<file path="src/rtl/stage3_scheduler_pkg.sv">
// Shared types and default sizing for the stage3 arcsine scheduler.
package stage3_sched_pkg;

    typedef enum logic [1:0] {
        IDLE    = 2'd0,
        ISSUE   = 2'd1,
        WAIT    = 2'd2,
        RECOVER = 2'd3
    } state_t;

    localparam int OP_W_DEF    = 16;
    localparam int ASIN_W_DEF  = 12;
    localparam int TIMEOUT_DEF = 64;
    localparam int RST_CYC_DEF = 2;

endpackage

</file>
<file path="src/rtl/stage3_scheduler_arb.sv">
// Round-robin arbiter: search starts one past the last accepted grant.
module rr_arbiter #(
    parameter int N     = 3,
    parameter int IDX_W = (N > 1) ? $clog2(N) : 1
) (
    input  logic             clock,
    input  logic             rst,
    input  logic [N-1:0]     pending,
    input  logic             accept,
    output logic [N-1:0]     grant,
    output logic [IDX_W-1:0] grant_idx,
    output logic             any
);

    logic [IDX_W-1:0] start;
    logic [IDX_W:0]   pos;

    always_ff @(posedge clock) begin
        if (rst) begin
            start <= '0;
        end else if (accept) begin
            start <= (grant_idx == IDX_W'(N - 1)) ? '0 : grant_idx + 1'b1;
        end
    end

    always_comb begin
        grant     = '0;
        grant_idx = '0;
        any       = 1'b0;
        pos       = '0;
        for (int unsigned k = 0; k < N; k++) begin
            pos = {1'b0, start} + (IDX_W + 1)'(k);
            if (pos >= (IDX_W + 1)'(N)) begin
                pos = pos - (IDX_W + 1)'(N);
            end
            if (!any && pending[pos[IDX_W-1:0]]) begin
                any                     = 1'b1;
                grant[pos[IDX_W-1:0]]   = 1'b1;
                grant_idx               = pos[IDX_W-1:0];
            end
        end
    end

endmodule

</file>
<file path="src/rtl/stage3_scheduler.sv">
// Time-shares one stage3 arcsine unit between N_CH requesters, with a
// watchdog that resets stage3 when valid never arrives.
module stage3_scheduler
    import stage3_sched_pkg::*;
#(
    parameter int N_CH    = 3,
    parameter int OP_W    = OP_W_DEF,
    parameter int ASIN_W  = ASIN_W_DEF,
    parameter int TIMEOUT = TIMEOUT_DEF,
    parameter int RST_CYC = RST_CYC_DEF
) (
    input  logic                   clock,
    input  logic                   rst,
    input  logic [N_CH-1:0]        req,
    input  logic [N_CH*OP_W-1:0]   L_in,
    input  logic [N_CH*OP_W-1:0]   magMN_in,
    output logic [N_CH-1:0]        busy,
    output logic [N_CH-1:0]        done,
    output logic [N_CH-1:0]        err,
    output logic [N_CH*ASIN_W-1:0] asin_out,
    output logic                   s3_enable,
    output logic                   s3_rst,
    output logic [OP_W-1:0]        s3_L,
    output logic [OP_W-1:0]        s3_magMN,
    input  logic [ASIN_W-1:0]      s3_asin,
    input  logic                   s3_valid
);

    localparam int IDX_W = (N_CH > 1) ? $clog2(N_CH) : 1;
    localparam int CNT_W = $clog2(TIMEOUT);
    localparam int RC_W  = $clog2(RST_CYC + 1);

    state_t                 state, state_nx;
    logic [N_CH-1:0]        pending;
    logic [N_CH*OP_W-1:0]   hold_l, hold_m;
    logic [IDX_W-1:0]       cur;
    logic [CNT_W-1:0]       wcnt;
    logic [RC_W-1:0]        rcnt;
    logic [N_CH-1:0]        grant, svc;
    logic [IDX_W-1:0]       grant_idx;
    logic                   any, accept;

    rr_arbiter #(.N(N_CH), .IDX_W(IDX_W)) u_arb (
        .clock     (clock),
        .rst       (rst),
        .pending   (pending),
        .accept    (accept),
        .grant     (grant),
        .grant_idx (grant_idx),
        .any       (any)
    );

    always_comb begin
        state_nx = state;
        accept   = 1'b0;
        case (state)
            IDLE: begin
                if (any) begin
                    state_nx = ISSUE;
                    accept   = 1'b1;
                end
            end
            ISSUE:   state_nx = WAIT;
            WAIT: begin
                if (s3_valid) begin
                    state_nx = IDLE;
                end else if (wcnt == CNT_W'(TIMEOUT - 1)) begin
                    state_nx = RECOVER;
                end
            end
            RECOVER: begin
                if (rcnt == RC_W'(RST_CYC - 1)) begin
                    state_nx = IDLE;
                end
            end
            default: state_nx = IDLE;
        endcase
    end

    always_comb begin
        svc = '0;
        if (state != IDLE) begin
            svc[cur] = 1'b1;
        end
    end

    assign busy      = pending | svc;
    assign s3_enable = (state == ISSUE);
    assign s3_rst    = rst | (state == RECOVER);

    always_ff @(posedge clock) begin
        if (rst) begin
            state    <= IDLE;
            pending  <= '0;
            hold_l   <= '0;
            hold_m   <= '0;
            cur      <= '0;
            wcnt     <= '0;
            rcnt     <= '0;
            done     <= '0;
            err      <= '0;
            asin_out <= '0;
            s3_L     <= '0;
            s3_magMN <= '0;
        end else begin
            state <= state_nx;
            done  <= '0;
            for (int unsigned i = 0; i < N_CH; i++) begin
                if (req[i]) begin
                    hold_l[i*OP_W +: OP_W] <= L_in[i*OP_W +: OP_W];
                    hold_m[i*OP_W +: OP_W] <= magMN_in[i*OP_W +: OP_W];
                end
            end
            // A req landing on the grant edge re-arms pending for the next round.
            pending <= (pending & ~(grant & {N_CH{accept}})) | req;
            if (accept) begin
                cur      <= grant_idx;
                s3_L     <= hold_l[grant_idx*OP_W +: OP_W];
                s3_magMN <= hold_m[grant_idx*OP_W +: OP_W];
            end
            case (state)
                ISSUE: wcnt <= '0;
                WAIT: begin
                    rcnt <= '0;
                    if (s3_valid) begin
                        asin_out[cur*ASIN_W +: ASIN_W] <= s3_asin;
                        err[cur]  <= 1'b0;
                        done[cur] <= 1'b1;
                    end else begin
                        wcnt <= wcnt + 1'b1;
                    end
                end
                RECOVER: begin
                    if (rcnt == RC_W'(RST_CYC - 1)) begin
                        err[cur]  <= 1'b1;
                        done[cur] <= 1'b1;
                    end else begin
                        rcnt <= rcnt + 1'b1;
                    end
                end
                default: ;
            endcase
        end
    end

endmodule

</file>
<file path="config.mk">
export PLATFORM = sky130hd
export DESIGN_NAME = stage3_scheduler
export DESIGN_NICKNAME = d
export VERILOG_FILES = /design/src/rtl/stage3_scheduler_pkg.sv /design/src/rtl/stage3_scheduler_arb.sv /design/src/rtl/stage3_scheduler.sv
export SDC_FILE = /design/constraint.sdc
export NUM_CORES = 1
export LEC_CHECK = 0
export ABC_AREA = 1
export ABC_CLOCK_PERIOD_IN_PS = 6400
export BUFFER_PORTS_ARGS = -buffer_cell sky130_fd_sc_hd__buf_2
export CAP_MARGIN = 5
export CORE_ASPECT_RATIO = 0.5
export CORE_MARGIN = 8
export CORE_UTILIZATION = 35
export CTS_CLUSTER_SIZE = 16
export DETAILED_ROUTE_END_ITERATION = 16
export PLACE_DENSITY_LB_ADDON = 0.1
export RECOVER_POWER = 25
export SLEW_MARGIN = 15
export SYNTH_ARGS = -nofsm -noshare
export SYNTH_HDL_FRONTEND = slang
export SYNTH_SLANG_ARGS = --single-unit
</file>
<file path="constraint.sdc">
create_clock -name clock -period 6.4 [get_ports clock]
set_input_delay 1.28 -clock clock [delete_from_list [all_inputs] [get_ports clock]]
set_output_delay 1.28 -clock clock [all_outputs]
set_load 0.02 [all_outputs]
</file>
==> out/metrics.cfg <==
[critical_path]
crit_type=flip-flop to output pin
critPathRequiredTime_ns=5.12
rr_startpoint=u_arb.start[0]
start_kind=flip-flop
critPathArrivalTime_ns=3.05
r2r-end=pending[1]
reg2reg_slack_ns=2.81
r2r_cells=12
critPathCaptureType=output pin
cp_max_fo=24

[layout]
area_delta_synth_final_pct=19.2
final_cell_mix=nand2_1, nor2_1, dfxtp_1
fill_cells=2546
drive_gt1_share_pct=14.0
final_nets=1468
final_common_cell=nand2_1
antenna_cells=0

[synth]
yosysWarnings=0
ys_types=34
syn_area_um2=8350
yosys.area.top_type_share_pct=44.8
synthCells=1199
ys_seq_area_share_pct=44.8
post_synth.cell_area_avg_um2=6.96
synthTopCellsByArea=dfxtp_1, o21ai_0, nand2_1, nor2_1, a21oi_1
synth.largest_area_cell=dfxtp_1
ys_ff_latch=187
synth_nets=1325

[timing]
finalMaxSlewViolations=61
rsz0062_at_grt=no
maxSlewHeadroom_pct=-97.8
clock_skew_ns=0.00810
final-setup-viol-count=0
tightest_slew_ns=2.97
timing.fmax_mhz=231
setup-tns-final_ns=0
timing.hold.ws_ns=0.450
fin_crit_sh_pct=67.6
finalCriticalPeriod_ns=4.33
finalHoldViolCount=0

[power]
irDropWorstVdd_uv=215
p_leak_nw=4.34
power.density_nw_per_um2=454

[route]
wire_per_inst_um=15.6
firstDrtPassIters=6
wl_mm=26.0
via_count=8154
route.detailed.drc=0
vias_per_cell=4.89
final_antenna_net_count=0
dr.first_iter.drc_count=509

[grt]
grt_max_degree=118
antenna_found_initial=1
grt_pass1_wl_mm=41.6
grt_use_total_pct=17.6
grt_pass1_vias=7874
gr-total-overflow=0

[clock_network]
clockBufferDepth=2
cts_setup_buffers=0
cts_root_buf=clkbuf_16
htreeDepth=4
numClockSinks=187
cts-resized-gates=0
cts.clk_slew.worst_paths_ns=0.06
numCtsBuffers=17
cts_tree=yes
clk_latency_ns=0.44
cts_hold_buffers=0

[worst_hold_path]
min_to=hold_l[21]
hp-start=hold_l[21]
min_path_type=flip-flop to flip-flop
hold_depth=2

[run_status]
failed_checks=max-capacitance violations, max-slew violations
status=finished with violations

[die]
start_util_pct=35.2
dieWidth_um=234
dieArea_um2=29400
io_pins=193
fp.coreArea_um2=23700
rows=40
chipHeight_um=125

[placement]
place.gp.congestion=0.862
port-buffer-count=192
place_hpwl_mm=18.3

[job]
maxCapViolCount=1

## kinds of logic (layout without fill, tap and decap cells)
kind of cell,count (synthesis),in the layout,share of synthesized area (%)
AOI/OAI and AO/OA,314,314,19.5
adders and majority gates,12,12,1.80
buffers and inverters,186,340,8.93
DFF,187,187,44.8
and+or+nand+nor,500,500,24.9
## synthesized netlist by cell type
library cell and n:
nand3_4 1, inv_2 7, buf_4 4, a221oi_1 1
o31ai_1 5, nand3_2 3, nand4_2 2, nand2_1 207
clkinv_1 1, a21oi_2 4, a21oi_1 114, a31oi_2 1
nor3_1 1, ha_1 12, buf_6 3, o22ai_1 4
nand2_4 2, dfxtp_1 187, o221ai_1 1, inv_1 105
o21ai_1 5, nand4_1 18, o211ai_1 1, nand2_2 2
a211oi_1 1, nor3_2 1, buf_2 8, buf_1 4
nor2_1 197, o21ai_2 1, nand3_1 65, nor4_1 1
clkbuf_1 54, o21ai_0 176
## worst max-delay path by stage
| stage | start | endpoint | slack (ns) |
|---|---|---|---|
| 4_1_cts | cur[0] | busy[0] | 2.07 |
| 5_1_grt | cur[0] | busy[0] | 1.83 |
| 6_report | cur[0] | busy[0] | 2.07 |
| 3_5_place_dp | cur[0] | busy[0] | 2.57 |
| 3_3_place_gp | cur[0] | busy[0] | 2.69 |
| 2_1_floorplan | rst | s3_rst | 3.17 |
## metal layers
layer | GRT usage, % | vias to the layer above | part of all wire (%)
met3 | 4.54 | 32 | 5.4
li1 | - | 4187 | -
met5 | 0 | - | 0.050
met1 | 22.3 | 3757 | 46
met2 | 29.0 | 176 | 47
met4 | 5.75 | 2 | 1.6
## state kept, by name (all words and copies together) (netlist names), named ones only
| signal | flops |
|---|---|
| done | 3 |
| cur | 2 |
| hold_l | 48 |
| rcnt | 2 |
| s3_magMN | 16 |
| wcnt | 6 |
| hold_m | 48 |
| u_arb.start | 2 |
| s3_L | 16 |
| asin_out | 36 |
| pending | 3 |
| state | 2 |
## critical path, cell delays in order, from the launching register on
cell      delay, ns
dfxtp_1        0.68
clkinv_1       0.45
ha_1           0.47
inv_1          0.54
o21ai_0        0.25
buf_2          0.21
## cell type report
cell class | count | area, um2 | share of cell area [%]
clock buffers | 22 | 464 | 4.66
clock inverters | 8 | 143 | 1.43
inverters | 113 | 424 | 4.26
multi-input cells | 826 | 3860 | 38.8
flip-flops and latches | 187 | 3740 | 37.6
well taps | 315 | 394 | 3.96
repair buffers | 197 | 923 | 9.28
## where the power goes
group / total [mW] / internal (mW) / switching, mW
Clock: 1.12 / 0.668 / 0.448
Combinational: 1.97 / 0.518 / 1.45
Sequential: 1.43 / 1.33 / 0.108
Total: 4.52 / 2.51 / 2.01
## through the flow
step / instance area, um2 / worst slack, ns / cells / utilization [%] / power (mW)
floorplan: 8350 / 3.17 / 1199 / - / 2.98
global placement: 9420 / 2.69 / 1638 / 39.7 / 3.44
detailed placement: 9420 / 2.57 / 1638 / 39.7 / 3.45
CTS: 10000 / 2.07 / 1668 / 42.3 / 4.57
global route: 9950 / 1.83 / 1668 / 42.0 / 4.88
finish: 9950 / 2.07 / 1668 / 42.0 / 4.52
(Power assumes the default switching activity.)
